==> config.mk <==
export PLATFORM = sky130hd
export DESIGN_NAME = hazard_ctrl
export DESIGN_NICKNAME = d
export VERILOG_FILES = /design/src/rtl/hazard_ctrl.sv
export SDC_FILE = /design/constraint.sdc
export NUM_CORES = 1
export LEC_CHECK = 0
export ABC_AREA = 1
export CAP_MARGIN = 20
export CORE_ASPECT_RATIO = 1.1
export CORE_MARGIN = 2
export CORE_UTILIZATION = 47
export DETAILED_ROUTE_END_ITERATION = 8
export PLACE_DENSITY = 0.94
export SETUP_SLACK_MARGIN = 0.15
export SLEW_MARGIN = 15
export SYNTH_ARGS = -nofsm -noshare
export SYNTH_HDL_FRONTEND = slang
export SYNTH_SLANG_ARGS = --single-unit
export TNS_END_PERCENT = 50
==> constraint.sdc <==
create_clock -name clk -period 4.7 [get_ports clk]
set_input_delay 1.175 -clock clk [delete_from_list [all_inputs] [get_ports clk]]
set_output_delay 1.175 -clock clk [all_outputs]
set_load 0.1 [all_outputs]
==> src/rtl/hazard_ctrl.sv <==
// hazard_ctrl: pipeline hazard controller for the 5-stage core.
// Produces EX operand forwarding selects, load-use stall, jump squash,
// data-memory wait freeze with timeout-to-halt, and a saturating
// stall-cycle counter.
module hazard_ctrl #(
    parameter int MEM_TIMEOUT = 16,
    parameter int CNT_W       = 16
) (
    input  logic             clk,
    input  logic             rst_n,
    input  logic [4:0]       rs1D,
    input  logic [4:0]       rs2D,
    input  logic [4:0]       rs1E,
    input  logic [4:0]       rs2E,
    input  logic [4:0]       rdE,
    input  logic             regwriteE,
    input  logic [1:0]       wbselE,
    input  logic             pcselE,
    input  logic [4:0]       rdM,
    input  logic             regwriteM,
    input  logic [4:0]       rdW,
    input  logic             regwriteW,
    input  logic             dmem_req,
    input  logic             dmem_ready,
    input  logic             err_clr,
    output logic [1:0]       fwdAE,
    output logic [1:0]       fwdBE,
    output logic             stallF,
    output logic             stallD,
    output logic             stallE,
    output logic             stallM,
    output logic             flushD,
    output logic             flushE,
    output logic             halted,
    output logic [CNT_W-1:0] stall_cycles
);

    localparam int WC_W = (MEM_TIMEOUT > 2) ? $clog2(MEM_TIMEOUT) : 1;
    localparam logic [WC_W-1:0] WC_LAST = WC_W'(MEM_TIMEOUT - 1);

    typedef enum logic [1:0] {
        RUN  = 2'd0,
        WAIT = 2'd1,
        HALT = 2'd2
    } state_t;

    state_t            r_state;
    state_t            w_state_next;
    logic [WC_W-1:0]   r_wait_cnt;
    logic [WC_W-1:0]   w_wait_cnt_next;
    logic [CNT_W-1:0]  r_stall_cnt;

    logic              w_lu;
    logic              w_mw;

    // Forwarding: one identical select per EX source operand; MEM beats WB,
    // and x0 is never forwarded.
    logic [4:0] w_src [2];
    logic [1:0] w_fwd [2];

    assign w_src[0] = rs1E;
    assign w_src[1] = rs2E;

    generate
        for (genvar gi = 0; gi < 2; gi++) begin : g_fwd
            assign w_fwd[gi] =
                (regwriteM && (rdM != 5'd0) && (rdM == w_src[gi])) ? 2'b10 :
                (regwriteW && (rdW != 5'd0) && (rdW == w_src[gi])) ? 2'b01 :
                                                                      2'b00;
        end
    endgenerate

    assign fwdAE = w_fwd[0];
    assign fwdBE = w_fwd[1];

    // Hazard terms: load in EX feeding DECODE, and MEM access not yet done.
    assign w_lu = regwriteE && (wbselE == 2'b00) && (rdE != 5'd0) &&
                  ((rdE == rs1D) || (rdE == rs2D));
    assign w_mw = dmem_req && !dmem_ready;

    // State and wait-counter registers.
    always_ff @(posedge clk or negedge rst_n) begin
        if (!rst_n) begin
            r_state    <= RUN;
            r_wait_cnt <= '0;
        end else begin
            r_state    <= w_state_next;
            r_wait_cnt <= w_wait_cnt_next;
        end
    end

    // Next state: count consecutive not-ready cycles, halt on the last allowed one.
    always_comb begin
        w_state_next    = r_state;
        w_wait_cnt_next = r_wait_cnt;
        case (r_state)
            HALT: begin
                if (err_clr) begin
                    w_state_next    = RUN;
                    w_wait_cnt_next = '0;
                end
            end
            default: begin
                if (w_mw) begin
                    if (r_wait_cnt == WC_LAST) begin
                        w_state_next    = HALT;
                        w_wait_cnt_next = '0;
                    end else begin
                        w_state_next    = WAIT;
                        w_wait_cnt_next = r_wait_cnt + WC_W'(1);
                    end
                end else begin
                    w_state_next    = RUN;
                    w_wait_cnt_next = '0;
                end
            end
        endcase
    end

    // Stall/flush outputs in priority order: halt, memory wait, jump, load-use.
    always_comb begin
        stallF = 1'b0;
        stallD = 1'b0;
        stallE = 1'b0;
        stallM = 1'b0;
        flushD = 1'b0;
        flushE = 1'b0;
        halted = 1'b0;
        if (r_state == HALT) begin
            stallF = 1'b1;
            stallD = 1'b1;
            stallE = 1'b1;
            stallM = 1'b1;
            halted = 1'b1;
        end else if (w_mw) begin
            stallF = 1'b1;
            stallD = 1'b1;
            stallE = 1'b1;
            stallM = 1'b1;
        end else if (pcselE) begin
            flushD = 1'b1;
            flushE = 1'b1;
        end else if (w_lu) begin
            stallF = 1'b1;
            stallD = 1'b1;
            flushE = 1'b1;
        end
    end

    // Saturating count of cycles in which the PC is held.
    always_ff @(posedge clk or negedge rst_n) begin
        if (!rst_n) begin
            r_stall_cnt <= '0;
        end else if (stallF && (r_stall_cnt != {CNT_W{1'b1}})) begin
            r_stall_cnt <= r_stall_cnt + CNT_W'(1);
        end
    end

    assign stall_cycles = r_stall_cnt;

endmodule

==> run metrics <==
status=finished clean; fin. max-slew vios=0; Buffers on Ports=72; total power=0.000658 W; Setup Fix Bufs, Post-CTS=0; Fill cells=289; Mapped Cells=258; peak supply drop=0.000116 V; Worst Path Arrival=2.98 ns; CP endpoint kind=primary output; chip width=63.2 um; CTS H-tree depth=1; Post-CTS Resized=0; Hold Path End=stall_cycles[15]; grt total ovfl=0; share of layout cells above drive strength 1=0.104; Max Cap Viol=0; pin count of the biggest net entering global routing=23; number of synthesized register bits=22; row cnt=23; first-pass GRT wire length=8200 um; WHS Path Cells=2; vias per cell=5.11; crit path kind=input pin to primary output; Core ar.=3680 um2; Core Util, Final=0.723; Cell variety after synth=26; number of detailed-route iterations in the first pass=4; via count=1923; Synth warnings=0; R2R Path Start=stall_cycles[0]; Die Ht=69.1 um; initial antenna violation count=0; RSZ-0062 raised after global routing=false; ys async rst share=1.00; FF-to-FF End=stall_cycles[5]; flop-to-flop setup slack=2.94 ns; # setup viols final=0; cell depth of the worst setup path=7; Seq pwr share=0.347; CP bufs+invs=2; Internal Pwr Total=0.000365 W; CTS Sinks=22; placed cell count=373; gp weighted congestion=0.921; area grow syn2layout=47.0%; reg2reg path depth=9; diodes inserted=0; Layout Nets=376; Reg clk slew, reported paths=0.07 ns; I/O pin count=73; number of synthesized flops with an enable pin=0; final WL=4780 um; sw power=0.000294 W; Worst Max-Slew Pin Slew=1.02 ns; GRT Util Overall=0.227; crit share post-route=0.885; WP data required=3.52 ns; Critical Path Max Stage Delay=0.50 ns; FMAX=241 MHz; die area=4370 um2; CTS Root Cell=clkbuf_8; syn_nets=306; maximum root-to-sink buffer count=2; TNS Setup=0 ns; Setup Skew=0.00312 ns; drt drc=0; slowest library cell on the worst path=clkdlybuf4s50_1; sw frac=0.446; Worst-Skew Late Latency=0.26 ns; Final Hold Vio Count=0; vias in the first global route=1905; fin cells=376; post-synthesis sequential area ratio=0.304; commonest non-fill, non-tap cell in the layout=nand2_1; maximum fanout along the worst path=3; synthesized area=1810 um2; Hold Path Class=register to register; wire length per cell=12.7 um; CTS buffer count=3; power density cells=247 nW/um2; hold_sp=stall_cycles[15]; Comb pwr share=0.479; Relative slew margins=0.319; Post-CTS Hold Buffers=0; Top FF cell, synth=dfrtp_1; Starting Density=0.492; Syn Area/Cell=7.02 um2; initial DRC count=197; DP HPWL=3950 um; CP Launch Type=input pin; CP Cell Sequence=clkdlybuf4s50_1 > nor2_1 > nand2_1 > o21ai_0 > nor4_4 > nor3_1 > buf_12; CTS tree=built; Leakage=1.21 nW; Crit path max-delay family=buffers and inverters; post-layout min period=4.16 ns; most frequent cells in the layout=nand2_1, clkdlybuf4s50_1, inv_1, nor2_1, dfrtp_1; Clock power frac=0.173; antenna viol nets, final=0
## state kept, by name (all words and copies together), names as in the netlist
register      flops
stall_cycles     16
r_wait_cnt        4
r_state           2
## metrics by stage
stage	hold WS [ns]	worst slack [ns]	instance area [um2]
global route	0.567	0.429	2660
global placement	0.506	0.614	2620
floorplan	0.533	-0.606	1860
CTS	0.542	0.538	2660
finish	0.542	0.543	2660
detailed placement	0.523	0.558	2620
## synth_stat cells, types with 2 or more instances
master | count | area, um2
ha_1 | 2 | 25.0
o21ai_0 | 8 | 40.0
nor4_1 | 3 | 18.8
nor3_1 | 5 | 25.0
nand2_1 | 73 | 274
inv_1 | 28 | 105
nand2_2 | 2 | 12.5
nand4_1 | 19 | 119
buf_2 | 2 | 10.0
xnor2_1 | 19 | 166
dfrtp_1 | 22 | 551
xor2_1 | 17 | 149
nand3_1 | 15 | 75.1
nor2_4 | 2 | 22.5
buf_4 | 3 | 22.5
nor3_2 | 2 | 20.0
inv_2 | 4 | 15.0
nor2_1 | 24 | 90.1
## power groups by stage
| stage | clock (W) | sequential, W | combinational (W) |
|---|---|---|---|
| 3_3_place_gp | 0 | 0.000230 | 0.000310 |
| 5_1_grt | 0.000128 | 0.000231 | 0.000333 |
| 4_1_cts | 0.000116 | 0.000228 | 0.000317 |
| 3_5_place_dp | 0 | 0.000232 | 0.000316 |
| 6_report | 0.000114 | 0.000229 | 0.000316 |
| 2_1_floorplan | 0 | 0.000338 | 0.000105 |
## tightest hold or removal path, stage by stage, from the launching register on
cell and delay [ns]:
dfrtp_1 0.39, nand2_1 0.07, nand2_1 0.05
## area by class of cell
cell class	count	area (um2)	area share
timing repair buffer	72	746	0.280
inverter	32	120	0.0451
multi-input combinational	197	1140	0.429
sequential	22	551	0.207
tap	50	62.6	0.0235
clock buffer	3	41.3	0.0155
## kinds of logic after synthesis
group | share of synthesized area
AO/OA/AOI/OAI | 0.0283
flip-flops | 0.304
buffers and inverters | 0.0925
XOR/XNOR | 0.174
adder cells (fa/ha/maj) | 0.0138
AND/OR/NAND/NOR | 0.387
## how the worst max path moves through the flow
stage | startpoint | endpoint | slack, ns
finish | rdM[2] | fwdAE[0] | 0.54
CTS | rdM[2] | fwdAE[0] | 0.54
global placement | rdM[0] | fwdAE[0] | 0.61
floorplan | rdM[2] | fwdAE[0] | -0.61
global route | rdM[2] | fwdAE[0] | 0.43
detailed placement | rdM[2] | fwdAE[0] | 0.56
## metal layers
layer | vias to the layer above | track usage | routed length (um)
met4 | 0 | 0.0773 | 110
met5 | - | 0 | 0
li1 | 969 | - | -
met2 | 63 | 0.423 | 2640
met1 | 881 | 0.257 | 1810
met3 | 10 | 0.0408 | 221
Note: power is estimated with default switching activity, not from simulation.
